[src/rtl/regfile_wb_arbiter_pkg.sv]
// Shared definitions for the GPR writeback arbiter: default widths,
// writeback source IDs and the writeback request payload.
package regfile_wb_arbiter_pkg;

  localparam int unsigned ADDR_WIDTH_DEF = 5;
  localparam int unsigned DATA_WIDTH_DEF = 64;

  // Writeback source IDs, also the bit positions in req/gnt vectors
  localparam logic SRC_EXU = 1'b0;
  localparam logic SRC_LSU = 1'b1;

  // Writeback request at the default widths
  typedef struct packed {
    logic                      valid;
    logic [ADDR_WIDTH_DEF-1:0] rd;
    logic [DATA_WIDTH_DEF-1:0] data;
  } wb_req_t;

endpackage

[src/rtl/regfile_wb_arbiter_wb_rr_arb2.sv]
// Two-request round-robin arbiter. A lone request is granted directly;
// on a tie the source that did not win last time is granted.
module wb_rr_arb2
  import regfile_wb_arbiter_pkg::*;
(
  input  logic       clk,
  input  logic       rst,
  input  logic [1:0] req_i,
  output logic [1:0] gnt_o
);

  logic last_q;
  logic last_d;

  // Grant selection and last-winner tracking
  always_comb begin
    gnt_o  = 2'b00;
    last_d = last_q;
    if (req_i[SRC_EXU] && req_i[SRC_LSU]) begin
      if (last_q == SRC_EXU) gnt_o[SRC_LSU] = 1'b1;
      else                   gnt_o[SRC_EXU] = 1'b1;
    end else begin
      gnt_o = req_i;
    end
    if (gnt_o[SRC_LSU])      last_d = SRC_LSU;
    else if (gnt_o[SRC_EXU]) last_d = SRC_EXU;
  end

  // Last-grant register, EXU after reset so the first tie goes to LSU
  always_ff @(posedge clk) begin
    if (rst) last_q <= SRC_EXU;
    else     last_q <= last_d;
  end

endmodule

[src/rtl/regfile_wb_arbiter.sv]
// GPR writeback arbiter: merges EXU and LSU results onto the register
// file's single write port through one registered stage, and keeps the
// per-register busy scoreboard used by decode for RAW/WAW detection.
// Optional feature macro REGFILE_WB_BYPASS_EN adds a same-cycle bypass of
// the committing write to the rs1/rs2 lookups (rs1_fwd/rs2_fwd ports).
module regfile_wb_arbiter
  import regfile_wb_arbiter_pkg::*;
#(
  parameter int unsigned ADDR_WIDTH = ADDR_WIDTH_DEF,
  parameter int unsigned DATA_WIDTH = DATA_WIDTH_DEF
) (
  input  logic                  clk,
  input  logic                  rst,
  input  logic                  exu_valid,
  output logic                  exu_ready,
  input  logic [ADDR_WIDTH-1:0] exu_rd,
  input  logic [DATA_WIDTH-1:0] exu_data,
  input  logic                  lsu_valid,
  output logic                  lsu_ready,
  input  logic [ADDR_WIDTH-1:0] lsu_rd,
  input  logic [DATA_WIDTH-1:0] lsu_data,
  input  logic                  issue_valid,
  input  logic [ADDR_WIDTH-1:0] issue_rd,
  output logic                  issue_ready,
  input  logic [ADDR_WIDTH-1:0] rs1_addr,
  input  logic [ADDR_WIDTH-1:0] rs2_addr,
  output logic                  rs1_busy,
  output logic                  rs2_busy,
  output logic                  rf_wen,
  output logic [ADDR_WIDTH-1:0] rf_waddr,
  output logic [DATA_WIDTH-1:0] rf_wdata
`ifdef REGFILE_WB_BYPASS_EN
  ,
  output logic [DATA_WIDTH-1:0] rs1_fwd,
  output logic [DATA_WIDTH-1:0] rs2_fwd
`endif
);

  localparam int unsigned NREGS = 2 ** ADDR_WIDTH;

  // Request payload at this instance's widths
  typedef struct packed {
    logic                  valid;
    logic [ADDR_WIDTH-1:0] rd;
    logic [DATA_WIDTH-1:0] data;
  } req_t;

  req_t       exu_req;
  req_t       lsu_req;
  req_t       sel_req;
  logic [1:0] gnt;
  logic       any_gnt;

  logic                  rf_wen_q,   rf_wen_d;
  logic [ADDR_WIDTH-1:0] rf_waddr_q, rf_waddr_d;
  logic [DATA_WIDTH-1:0] rf_wdata_q, rf_wdata_d;

  logic [NREGS-1:0] busy_q, busy_d;
  logic             issue_fire;

  // Pack source requests
  always_comb begin
    exu_req.valid = exu_valid;
    exu_req.rd    = exu_rd;
    exu_req.data  = exu_data;
    lsu_req.valid = lsu_valid;
    lsu_req.rd    = lsu_rd;
    lsu_req.data  = lsu_data;
  end

  wb_rr_arb2 u_arb (
    .clk   (clk),
    .rst   (rst),
    .req_i ({lsu_req.valid, exu_req.valid}),
    .gnt_o (gnt)
  );

  // The write port drains every cycle, so ready is simply the grant
  assign exu_ready = gnt[SRC_EXU];
  assign lsu_ready = gnt[SRC_LSU];
  assign any_gnt   = |gnt;
  assign sel_req   = gnt[SRC_LSU] ? lsu_req : exu_req;

  // Output stage next state; writes to x0 are accepted but suppressed
  always_comb begin
    rf_wen_d   = 1'b0;
    rf_waddr_d = rf_waddr_q;
    rf_wdata_d = rf_wdata_q;
    if (any_gnt) begin
      rf_wen_d   = sel_req.valid & (sel_req.rd != '0);
      rf_waddr_d = sel_req.rd;
      rf_wdata_d = sel_req.data;
    end
  end

  // Output stage register; reset drops any in-flight result
  always_ff @(posedge clk) begin
    if (rst) begin
      rf_wen_q   <= 1'b0;
      rf_waddr_q <= '0;
      rf_wdata_q <= '0;
    end else begin
      rf_wen_q   <= rf_wen_d;
      rf_waddr_q <= rf_waddr_d;
      rf_wdata_q <= rf_wdata_d;
    end
  end

  assign rf_wen   = rf_wen_q;
  assign rf_waddr = rf_waddr_q;
  assign rf_wdata = rf_wdata_q;

  // Issue is allowed unless its destination already has a pending write
  assign issue_ready = (issue_rd == '0) | ~busy_q[issue_rd];
  assign issue_fire  = issue_valid & issue_ready & (issue_rd != '0);

  // Scoreboard next state: commit clears, issue sets, set has priority
  always_comb begin
    busy_d = busy_q;
    if (rf_wen_q)   busy_d[rf_waddr_q] = 1'b0;
    if (issue_fire) busy_d[issue_rd]   = 1'b1;
    busy_d[0] = 1'b0;
  end

  // Scoreboard register
  always_ff @(posedge clk) begin
    if (rst) busy_q <= '0;
    else     busy_q <= busy_d;
  end

`ifdef REGFILE_WB_BYPASS_EN
  logic rs1_hit;
  logic rs2_hit;

  // Source lookup with same-cycle bypass of the committing write
  always_comb begin
    rs1_hit  = rf_wen_q & (rf_waddr_q == rs1_addr) & (rs1_addr != '0);
    rs2_hit  = rf_wen_q & (rf_waddr_q == rs2_addr) & (rs2_addr != '0);
    rs1_busy = busy_q[rs1_addr] & ~rs1_hit;
    rs2_busy = busy_q[rs2_addr] & ~rs2_hit;
    rs1_fwd  = rs1_hit ? rf_wdata_q : '0;
    rs2_fwd  = rs2_hit ? rf_wdata_q : '0;
  end
`else
  // Source lookup; a register stays busy through its commit cycle
  always_comb begin
    rs1_busy = busy_q[rs1_addr];
    rs2_busy = busy_q[rs2_addr];
  end
`endif

endmodule
[config.mk]
export PLATFORM = sky130hd
export DESIGN_NAME = regfile_wb_arbiter
export DESIGN_NICKNAME = d
export VERILOG_FILES = /design/src/rtl/regfile_wb_arbiter_pkg.sv /design/src/rtl/regfile_wb_arbiter_wb_rr_arb2.sv /design/src/rtl/regfile_wb_arbiter.sv
export SDC_FILE = /design/constraint.sdc
export NUM_CORES = 1
export LEC_CHECK = 0
export BUFFER_PORTS_ARGS = -buffer_cell sky130_fd_sc_hd__buf_2
export CAP_MARGIN = 20
export CORE_MARGIN = 3
export CORE_UTILIZATION = 49
export CTS_BUF_LIST = sky130_fd_sc_hd__clkbuf_8
export CTS_CLUSTER_SIZE = 24
export DETAILED_ROUTE_END_ITERATION = 8
export PLACE_DENSITY = 0.92
export SYNTH_ARGS = -nofsm -noshare
export SYNTH_HDL_FRONTEND = slang
export SYNTH_SLANG_ARGS = --single-unit
export TNS_END_PERCENT = 5
[constraint.sdc]
create_clock -name clk -period 1.6 [get_ports clk]
set_input_delay 0.08 -clock clk [delete_from_list [all_inputs] [get_ports clk]]
set_output_delay 0.08 -clock clk [all_outputs]
set_load 0.02 [all_outputs]
---- Yosys cells after proc, flatten, opt, wreduce, memory -nomap -nowiden ----
Cells that the tools add are included.
operators by class
  order comparisons ....................... 6
  mux-type cells .......................... 18
  bitwise logic cells ..................... 9
  reduce and logical (&&, ||, !) cells .... 9
operator list
  kind                                                                                 count
  70-bit 2-to-1 mux                                                                    1
  32-bit 2-to-1 mux                                                                    2
  32-bit bitwise AND                                                                   1
  32-bit NOT                                                                           1
  32-bit bitwise OR                                                                    1
  5-bit by 6-bit less-than comparator with 1-bit output, second input constant         4
  1-bit binary-select mux with 5-bit select                                            3
  1-bit demux with 5-bit select                                                        2
  5-bit by 1-bit greater-or-equal comparator with 1-bit output, second input constant  2
  5-bit nonzero test                                                                   2
  1-bit 2-to-1 mux                                                                     9
  5-bit zero test                                                                      1
  2-bit OR reduction                                                                   2
  1-bit bitwise AND                                                                    3
  1-bit logical AND                                                                    3
  2-bit 2-to-1 mux                                                                     1
  1-bit NOT                                                                            2
  2-bit nonzero test                                                                   1
  1-bit bitwise OR                                                                     1
storage, ports and cells
  register bits after elaboration ......... 103
  bits of input ports ..................... 158
  output and inout port bits .............. 75
  word-level logic and storage cells ...... 48

---- Depth between registers and ports, before layout ----
  depth after elaboration ................. 9
  gate-level depth with buffers ........... 6
  depth with buffers taken out ............ 4

---- Hierarchy ----
From an unflattened synthesis, not the netlist that was laid out.
second synthesis, totals
  cell total of the unflattened synthesis .. 645
  area total of the unflattened synthesis .. 5570.3 um^2
modules (own cells, without submodules)
  module              instances  cells an instance  area each (um^2)  seq. area each (um^2)
  regfile_wb_arbiter  1          638                5512.8            2021.9
  wb_rr_arb2          1          7                  57.6              20.0

---- Least setup slack after synthesis ----
Ideal clock, no wire load.
  path kind ............................... input-to-output
  from .................................... input issue_rd[0]
  to ...................................... output issue_ready
  arrival time ............................ 1.539 ns
  data required time ...................... 1.520 ns
  setup slack ............................. -0.019 ns
  stages on the path ...................... 6
  cell sequence ........................... buf_6 buf_8 mux4_2 mux2i_1 o22ai_1 nor3_1
on the way
  word-level cells in the longest chain between the ends .. 4
RTL lines
  item                                       line                       source
  start: declaration                         regfile_wb_arbiter.sv:23   input logic [ADDR_WIDTH-1:0] issue_rd,
  1-bit binary-select mux with 5-bit select  regfile_wb_arbiter.sv:114  assign issue_ready = (issue_rd == '0) | ~busy_q[issue_rd];
  1-bit 2-to-1 mux (implied by the code)     regfile_wb_arbiter.sv:114
  1-bit NOT                                  regfile_wb_arbiter.sv:114
  1-bit bitwise OR *                         regfile_wb_arbiter.sv:114
  end: declaration                           regfile_wb_arbiter.sv:24   output logic issue_ready,
Mark *: on every way between the ends. The rest lies on a longest branch, timed or not. The select of a mux whose other input is x is not followed.

---- Worst setup path after layout ----
  from .................................... register busy_q[11]
  to ...................................... output issue_ready
on the way
  word-level cells in the longest chain between the ends .. 4
RTL lines
  item                                       line                       source
  start: declaration                         regfile_wb_arbiter.sv:58   logic [NREGS-1:0] busy_q, busy_d;
  start signal: assignment                   regfile_wb_arbiter.sv:128  else busy_q <= busy_d;
  1-bit binary-select mux with 5-bit select  regfile_wb_arbiter.sv:114
  1-bit 2-to-1 mux (implied by the code)     regfile_wb_arbiter.sv:114
  1-bit NOT                                  regfile_wb_arbiter.sv:114
  1-bit bitwise OR                           regfile_wb_arbiter.sv:114
Every way passes these cells. The select of a mux whose other input is x is not followed.

==> results.md <==
* Crit path max-delay cell type: mux4_2
* Critical-path maximum fanout at 3
* Antenna violations before repair at 1
* Worst-path cell chain: buf_6 > mux4_2 > nand3_2 > o41ai_2 > nor3_2 > buf_4
* Syn Area/Cell at 9.52 um^2
* Final Setup Violations at 7
* Final wirelength at 15,800 um
* Violated checks: negative setup slack
* CTS Sinks at 102
* Peak Freq at 525 MHz
* Synth Area in Simple Gates at 17.3%
* CTS tree: yes
* Number of flops mapped to enable cells by yosys at 0
* Status: complete, but fails checks
* Most common cell after layout, fill and taps aside: buf_2
* Path depth of the worst reg2reg path at 5
* Number of global-route vias before repair at 5,030
* Unrepaired setup endpoints after global routing: yes
* FFs w/ async S/R, synth at 0%
* Hold Startpoint: lsu_rd[2]
* Final #Nets at 944
* Worst-case clock buffer depth at 2
* Overall Global Routing Usage at 25.1%
* Die ar. at 12,100 um^2
* Core Util, Final at 67.3%
* Global route overflow at 0
* Num CTS Buffers at 9
* Die Span Y at 110 um
* Final setup margin at -0.306 ns
* Die width at 110 um
* Hold Fails Final Rpt at 0
* Effective utilization at floorplan at 50.9%
* Reg2reg setup slack at -0.21 ns
* Layout cells sized above 1 at 42.5%
* Synth area leader: dfxtp_1
* Max-slew headroom at 69.3%
* Iter 0 DRT Violations at 348
* Vias at 5,292
* Core area at 10,500 um^2
* Adder-cell share of the synthesized area at 0%
* HP Class: input port to register
* Crit Path Class: register to output port
* Worst EP arrival at 1.83 ns
* Post-synthesis instance area at 5320 um^2
* R2R Path Start: busy_q[11]$_SDFF_PP0_
* Hold Path Depth at 3
* Flops & latches, synth at 102
* Syn_nets at 717
* Max rail drop VDD at 0.424 mV
* Static leakage at 3.20 nW
* # diodes at 0
* Count of input and output buffers at 232
* Period utilization at 119%
* Minimum clock period at 1.91 ns
* Critical path launch point type: register
* Wire per inst at 17.1 um
* Critical path required time at 1.52 ns
* Xor/xnor share of the synthesized area at 0%
* Vias per inst at 5.71
* Post-synth top area share at 38.4%
* Post-DP HPWL at 12,100 um
* Post-synthesis sequential area ratio at 38.4%
* Slew Viols, Final at 0
* Cells after DPL at 905
* Worst-path clk slew at 0.11 ns
* DRC viols at 0
* Worst Skew at 0.0148 ns
* First-pass GRT wire length at 24,000 um
* Hold Path End: rf_wen$_SDFF_PP0_
* Post-route insts no fill at 927
* Pwr Density at 816 nW/um^2
* Highest-count cells in the layout ignoring fill and taps: buf_2, dfxtp_1, nor2_1
* Cell variety after synth at 39
* Root buf cell: clkbuf_8
* Element type at the critical path end: output port
* Row Count at 37
* Final setup TNS at -1.57 ns
* Max incr delay on CP at 0.48 ns
* YS warnings at 0
* Clock Latency Late Sink at 0.37 ns
* Post-synth top flop: dfxtp_1
* Synth Instances at 559
* Actual slew at the worst max-slew pin at 0.459 ns
* GPL Wtd Cong at 0.926
* FF-to-FF End: busy_q[9]$_SDFF_PP0_
* Max Cap Violations at 0
* Combinational family with the most area after synthesis: multiplexers
* Area Overhead vs Synth at 32.2%
* Largest net degree at the start of global routing at 64
* Mux cell area share after synthesis at 24.0%
* Htree depth at 3
* Fill cells at 805
* Antenna Violating Nets Remaining at 0
* I/O pin total at 233
* Compound-cell area share of the yosys netlist at 16.3%
* 1st-pass router iterations at 4
* Min Hold Slack at 0.0354 ns
* Top post-synthesis cells by area: dfxtp_1, mux2i_1, a211oi_1
==> per-stage QoR <==
stage          worst slack (ns)  cell area (um^2)  power (mW)
6_report                 -0.306              7040        5.75
5_1_grt                  -0.365              7040        5.99
4_1_cts                  -0.295              6990        5.75
3_5_place_dp            -0.0280              6700        4.16
3_3_place_gp            -0.0215              6700        4.12
2_1_floorplan             0.132              5330        3.60
==> where the power goes <==
part	switching, mW	internal [mW]
clock	0.971	0.642
sequential	0.111	2.70
combinational	0.738	0.584
total	1.82	3.93
==> registers in the layout, summed over array words and instances, names as in the netlist <==
signal        flops
u_arb.last_q      1
rf_wen            1
busy_q           31
rf_waddr          5
rf_wdata         64
==> cell usage after synthesis, types with 3 or more instances <==
library cell / n
a211oi_1: 70
and3_1: 3
buf_1: 3
buf_2: 12
clkbuf_1: 29
dfxtp_1: 102
mux2_2: 3
mux2i_1: 77
mux4_2: 21
nand2_1: 23
nand2b_1: 5
nand3_1: 4
nand3b_1: 21
nor2_1: 81
nor2b_1: 16
nor3_1: 3
nor3b_1: 6
o21ai_0: 18
o21ai_1: 27
o21ai_2: 4
or3_1: 4
or3_4: 3
==> area by class of cell <==
type	count	area, um^2	share of cell area, %
Inverter	1	3.75	0.0533
Tap cell	136	170	2.42
Clock inverter	6	51.3	0.729
Sequential cell	102	2060	29.2
Multi-Input combinational cell	410	3140	44.6
Clock buffer	10	138	1.96
Timing Repair Buffer	262	1470	20.9
==> per-layer routing <==
metal / track usage (%) / share of wire [%]
met2: 44.5 / 52
met1: 29.0 / 38
met3: 5.24 / 6.8
met5: 0 / 0.082
met4: 11.4 / 3.3
==> cell families (layout without fill, tap and decap cells) <==
family / after synthesis / count (layout)
compound gates: 130 / 130
mux: 101 / 101
simple gates: 179 / 179
flops: 102 / 102
buf+inv: 47 / 279
==> timing repair <==
item / 4_1_cts / 5_1_grt
endpoints found under the hold margin: 1 / 0
resized for setup: 19 / 16
hold buffers: 2 / 0
buffers inserted: 4 / 1
pin swaps: 4 / 4
endpoints found under the setup margin: 3 / 18
==> worst max path at each step <==
stage	to	from	slack, ns	depth (start not counted)
3_3_place_gp	issue_ready	issue_rd[0]	-0.02	7
4_1_cts	issue_ready	busy_q[11]$_SDFF_PP0_	-0.29	6
6_report	issue_ready	busy_q[11]$_SDFF_PP0_	-0.31	6
5_1_grt	issue_ready	busy_q[10]$_SDFF_PP0_	-0.37	6
2_1_floorplan	issue_ready	issue_rd[0]	0.13	6
3_5_place_dp	busy_q[10]$_SDFF_PP0_	issue_rd[0]	-0.03	4
==> critical path: cells and delay by family (launching register included) <==
family | cells | cell delay [ns]
AOI/OAI and AO/OA | 1 | 0.07
and+or+nand+nor | 2 | 0.28
muxes | 1 | 0.48
buffers and inverters | 2 | 0.28
DFF | 1 | 0.35
Note: power is estimated with default switching activity, not from simulation.
